## config.mk

```make
export PLATFORM = sky130hd
export DESIGN_NAME = rr_stream_arbiter
export DESIGN_NICKNAME = d
export VERILOG_FILES = /design/src/rtl/rr_stream_arbiter.sv
export SDC_FILE = /design/constraint.sdc
export NUM_CORES = 1
export LEC_CHECK = 0
export ABC_AREA = 1
export CAP_MARGIN = 5
export CORE_ASPECT_RATIO = 1.25
export CORE_UTILIZATION = 46
export DETAILED_ROUTE_END_ITERATION = 10
export PLACE_DENSITY = 0.92
export SETUP_SLACK_MARGIN = 0.4
export SYNTH_ARGS = -nofsm -noshare
export SYNTH_HDL_FRONTEND = slang
export SYNTH_SLANG_ARGS = --single-unit
```

## constraint.sdc

```tcl
create_clock -name clk -period 2.9 [get_ports clk]
set_input_delay 0.87 -clock clk [delete_from_list [all_inputs] [get_ports clk]]
set_output_delay 0.87 -clock clk [all_outputs]
set_load 0.005 [all_outputs]
```

## src/rtl/rr_stream_arbiter.sv

```systemverilog
// Round-robin packet arbiter: N valid/ready streams into one.
// A grant holds for a whole packet, capped at MAX_BURST beats.
module rr_stream_arbiter #(
   parameter int DATA_WIDTH = 8,
   parameter int NUM_REQ    = 4,
   parameter int MAX_BURST  = 16,
   localparam int ID_W      = (NUM_REQ > 1) ? $clog2(NUM_REQ) : 1,
   localparam int BC_W      = $clog2(MAX_BURST) + 1
) (
   input  logic                          clk,
   input  logic                          rstn,
   input  logic                          clear,
   input  logic [NUM_REQ*DATA_WIDTH-1:0] req_data,
   input  logic [NUM_REQ-1:0]            req_valid,
   input  logic [NUM_REQ-1:0]            req_last,
   output logic [NUM_REQ-1:0]            req_ready,
   output logic [DATA_WIDTH-1:0]         out_data,
   output logic                          out_valid,
   output logic                          out_last,
   output logic [ID_W-1:0]               out_id,
   input  logic                          out_ready
);

   localparam logic [ID_W:0]   NREQ    = (ID_W+1)'(NUM_REQ);
   localparam logic [ID_W-1:0] LAST_ID = ID_W'(NUM_REQ - 1);
   localparam logic [BC_W-1:0] BC_LAST = BC_W'(MAX_BURST - 1);

   typedef enum logic {IDLE, BURST} state_t;

   state_t                state_r;
   logic [ID_W-1:0]       rr_ptr_r;
   logic [ID_W-1:0]       grant_r;
   logic [BC_W-1:0]       beat_cnt_r;
   logic [ID_W-1:0]       pick;
   logic [ID_W:0]         idx_sum;
   logic                  any_valid;
   logic                  can_take;
   logic                  in_xfer;
   logic                  out_xfer;
   logic                  burst_end;
   logic [ID_W-1:0]       next_ptr;
   logic [DATA_WIDTH-1:0] data_arr [NUM_REQ];

   for (genvar g = 0; g < NUM_REQ; g++) begin : g_unpack
      assign data_arr[g] = req_data[g*DATA_WIDTH +: DATA_WIDTH];
   end

   assign can_take  = !out_valid || out_ready;
   assign in_xfer   = (state_r == BURST) && req_valid[grant_r] && can_take;
   assign out_xfer  = out_valid && out_ready;
   assign burst_end = req_last[grant_r] || (beat_cnt_r == BC_LAST);
   assign next_ptr  = (grant_r == LAST_ID) ? '0 : grant_r + ID_W'(1);

   // Only the granted requester sees ready, and only when the out slot frees.
   always_comb begin
      req_ready = '0;
      if (state_r == BURST && can_take && rstn && !clear)
         req_ready[grant_r] = 1'b1;
   end

   // First valid requester at or after rr_ptr_r, wrapping modulo NUM_REQ.
   always_comb begin
      pick      = rr_ptr_r;
      any_valid = 1'b0;
      idx_sum   = '0;
      for (int k = NUM_REQ - 1; k >= 0; k--) begin
         idx_sum = {1'b0, rr_ptr_r} + (ID_W+1)'(k);
         if (idx_sum >= NREQ)
            idx_sum = idx_sum - NREQ;
         if (req_valid[idx_sum[ID_W-1:0]]) begin
            pick      = idx_sum[ID_W-1:0];
            any_valid = 1'b1;
         end
      end
   end

   // Output beat register: load on input transfer, drain on output transfer.
   always_ff @(posedge clk) begin
      if (!rstn || clear) begin
         out_valid <= 1'b0;
         out_data  <= '0;
         out_last  <= 1'b0;
         out_id    <= '0;
      end else if (in_xfer) begin
         out_valid <= 1'b1;
         out_data  <= data_arr[grant_r];
         out_last  <= req_last[grant_r];
         out_id    <= grant_r;
      end else if (out_xfer) begin
         out_valid <= 1'b0;
      end
   end

   // Arbitration FSM: one IDLE pick cycle, then a burst until last or cap.
   always_ff @(posedge clk) begin
      if (!rstn || clear) begin
         state_r    <= IDLE;
         rr_ptr_r   <= '0;
         grant_r    <= '0;
         beat_cnt_r <= '0;
      end else begin
         unique case (state_r)
            IDLE: begin
               if (any_valid) begin
                  grant_r    <= pick;
                  beat_cnt_r <= '0;
                  state_r    <= BURST;
               end
            end
            BURST: begin
               if (in_xfer) begin
                  beat_cnt_r <= beat_cnt_r + BC_W'(1);
                  if (burst_end) begin
                     state_r  <= IDLE;
                     rr_ptr_r <= next_ptr;
                  end
               end
            end
            default: state_r <= IDLE;
         endcase
      end
   end

endmodule

```

==> impl_metrics.tcl <==
set metrics [dict create \
    synth.distinct_cells 28 \
    rsz0062_at_grt "false" \
    maxSlewViolCount 0 \
    combPwrFrac_pct 24.4 \
    synth_enable_flop_cells 0 \
    cts_made_buffers 3 \
    syn_avg_cell_area_um2 6.32 \
    insertion_delay_ns 0.32 \
    synth_top_family_by_area "simple AND/OR/NAND/NOR gates" \
    die_x_um 52.4 \
    clock_power_share_pct 32.6 \
    antenna_found_initial 0 \
    drive_above_1_share_pct 14.0 \
    cp-end-kind "primary output" \
    yosys.area_share.simple_pct 33.7 \
    cts_buffer_depth 2 \
    status "completed" \
    grt_max_degree 24 \
    yosysTopAreaCell "dfxtp_1" \
    wirelength_um 4100 \
    tns_ns 0 \
    critPathLaunchType "input port" \
    post-route-drc-count 0 \
    irDropWorstVdd_mv 0.289 \
    yosys_register_bits 22 \
    grt_pass1_wl_um 6620 \
    rows 22 \
    start_util_pct 49.1 \
    critical_path_arrival_ns 1.59 \
    dieHeight_um 65.0 \
    synthTopCellsByArea "dfxtp_1 30%, nand2_1 13%, o21ai_0 8.6%, nor2_1 8.5%, a21oi_1 6.5%" \
    final_common_cell "clkdlybuf4s50_1" \
    drtAntennaViolNets 0 \
    worst_pin_slew_ns 0.425 \
    final_cell_mix "52 x clkdlybuf4s50_1, 51 x nand2_1, 29 x nor2_1" \
    antenna_cells 0 \
    internal_power_w 0.000543 \
    cts.clk_slew.worst_paths_ns 0.12 \
    drt_iter0_markers 44 \
    powerDensity_nw_per_um2 340 \
    dp_hpwl_um 3120 \
    synth_fp_nets 281 \
    ys_seq_area_share_pct 30.2 \
    port-buffer-count 59 \
    fin_nets 344 \
    setup-violations-final 0 \
    drt_first_pass_iters 4 \
    timing.final.crit_share_pct 84.7 \
    synth_area_um2 1460 \
    hold_violations 0 \
    synth_compound_area_share_pct 20.8 \
    grt_pass1_vias 1613 \
    synth_xor_area_share_pct 0.600 \
    synth_fa_ha_area_share_pct 5.15 \
    p_sw_w 0.000196 \
    worstSetupPathType "in2out" \
    clock-sinks 22 \
    syn_to_final_growth_pct 49.1 \
    cts_tree "done" \
    io-pin-count 60 \
    htreeDepth 1 \
    yosys_most_used_dff "dfxtp_1" \
    crit_fanout 3 \
    vias 1719 \
    synthMuxAreaShare_pct 0 \
    grt_util_all_layers_pct 26.0 \
    viasPerCell 5.22 \
    dieArea_um2 3400 \
    final_core_util_pct 73.2 \
    routedWlPerCell_um 12.5 \
    p_leak_nw 0.872 \
    preCtsSetupSlack_ns -0.373 \
    synth_cells 231 \
    grt_overflow 0 \
    seq_power_share_pct 43.0 \
    root_buffer "clkbuf_4" \
    drv_cap 0 \
    fmax_mhz 407 \
    synth_top_area_share_pct 30.2 \
    crit_required_ns 2.03 \
    finalCriticalPeriod_ns 2.46 \
    finalClockSkew_ns 0.00927 \
    hold_path_class "reg2reg" \
    core_um2 2970 \
    synth_warnings 0 \
    fin_ws_ns 0.443 \
    p_sw_share_pct 26.5 \
    slew_headroom_pct 71.6 \
    async_flop_share_pct 0 \
    gp_congestion 0.828 \
]
synthesized netlist by cell type, types with 3 or more instances:
cell type / count
o21ai_1: 5
nand2_1: 51
buf_2: 6
inv_1: 17
o21ai_0: 25
nand2_2: 6
nand3_1: 13
ha_1: 6
dfxtp_1: 22
a21oi_1: 19
o22ai_1: 8
clkbuf_1: 3
inv_2: 3
nor2_1: 33
stage by stage:
step / hold slack, ns / instances / area, µm² / total power [W]
floorplan: 0.457 / 231 / 1460 / 0.000409
global placement: 0.452 / 321 / 2080 / 0.000493
detailed placement: 0.458 / 321 / 2080 / 0.000497
CTS: 0.476 / 329 / 2170 / 0.000739
global route: 0.497 / 329 / 2180 / 0.000768
finish: 0.474 / 329 / 2180 / 0.000739
power by group through the flow:
stage	Clock, W	Combinational [W]	Sequential, W
after floorplan	0	0.0000878	0.000322
after global placement	0	0.000169	0.000323
after detailed placement	0	0.000174	0.000324
after CTS	0.000241	0.000180	0.000318
after global routing	0.000250	0.000199	0.000319
final	0.000241	0.000180	0.000318
worst paths after layout:
kind	to	slack, ns	cells past startpoint	from
setup reg to reg	out_id[0]	1.14	8	grant_r[0]
hold / removal	out_data[4]	0.47	2	out_data[4]
setup / recovery	req_ready[0]	0.44	7	rstn
hold reg to reg	out_data[4]	0.47	2	out_data[4]
cells by family after synthesis:
group                      after synthesis
and+or+nand+nor                        112
AOI/OAI and AO/OA                       58
buffers and inverters                   32
DFF                                     22
adders and majority gates                6
xor gates and xnor gates                 1
what timing repair did:
item,in CTS,in global routing
endpoints found under the setup margin,4,2
setup buffers,4,0
resized for setup,35,3
hold buffers,0,0
pin swaps,7,0
cell type report:
class                   count  area (µm²)
fillers                   233         797
clock inverters             1        30.0
multi-input cells         177         911
repair buffers             69         643
clock buffers               3        22.5
flip-flops and latches     22         442
well taps                  36        45.0
inverters                  21        82.6
worst max-delay path, cell delays in order:
cell and delay (ns):
buf_2 0.08, inv_2 0.04, nor2_4 0.13, nand3_4 0.11, buf_6 0.15, nor2_2 0.09, buf_2 0.11
flip-flops by register name, indices dropped and copies added, names as in the netlist:
signal	flops
out_data	8
beat_cnt_r	5
grant_r	2
out_id	2
rr_ptr_r	2
out_last	1
out_valid	1
state_r	1
layer usage:
| layer | wire [µm] | vias to the layer above | GRT usage (%) |
|---|---|---|---|
| li1 | - | 879 | - |
| met1 | 1550 | 755 | 25.3 |
| met2 | 2140 | 68 | 48.6 |
| met3 | 243 | 17 | 5.87 |
| met4 | 167 | 0 | 13.8 |
| met5 | 0 | - | 0 |
Note: power is estimated with default switching activity, not from simulation.
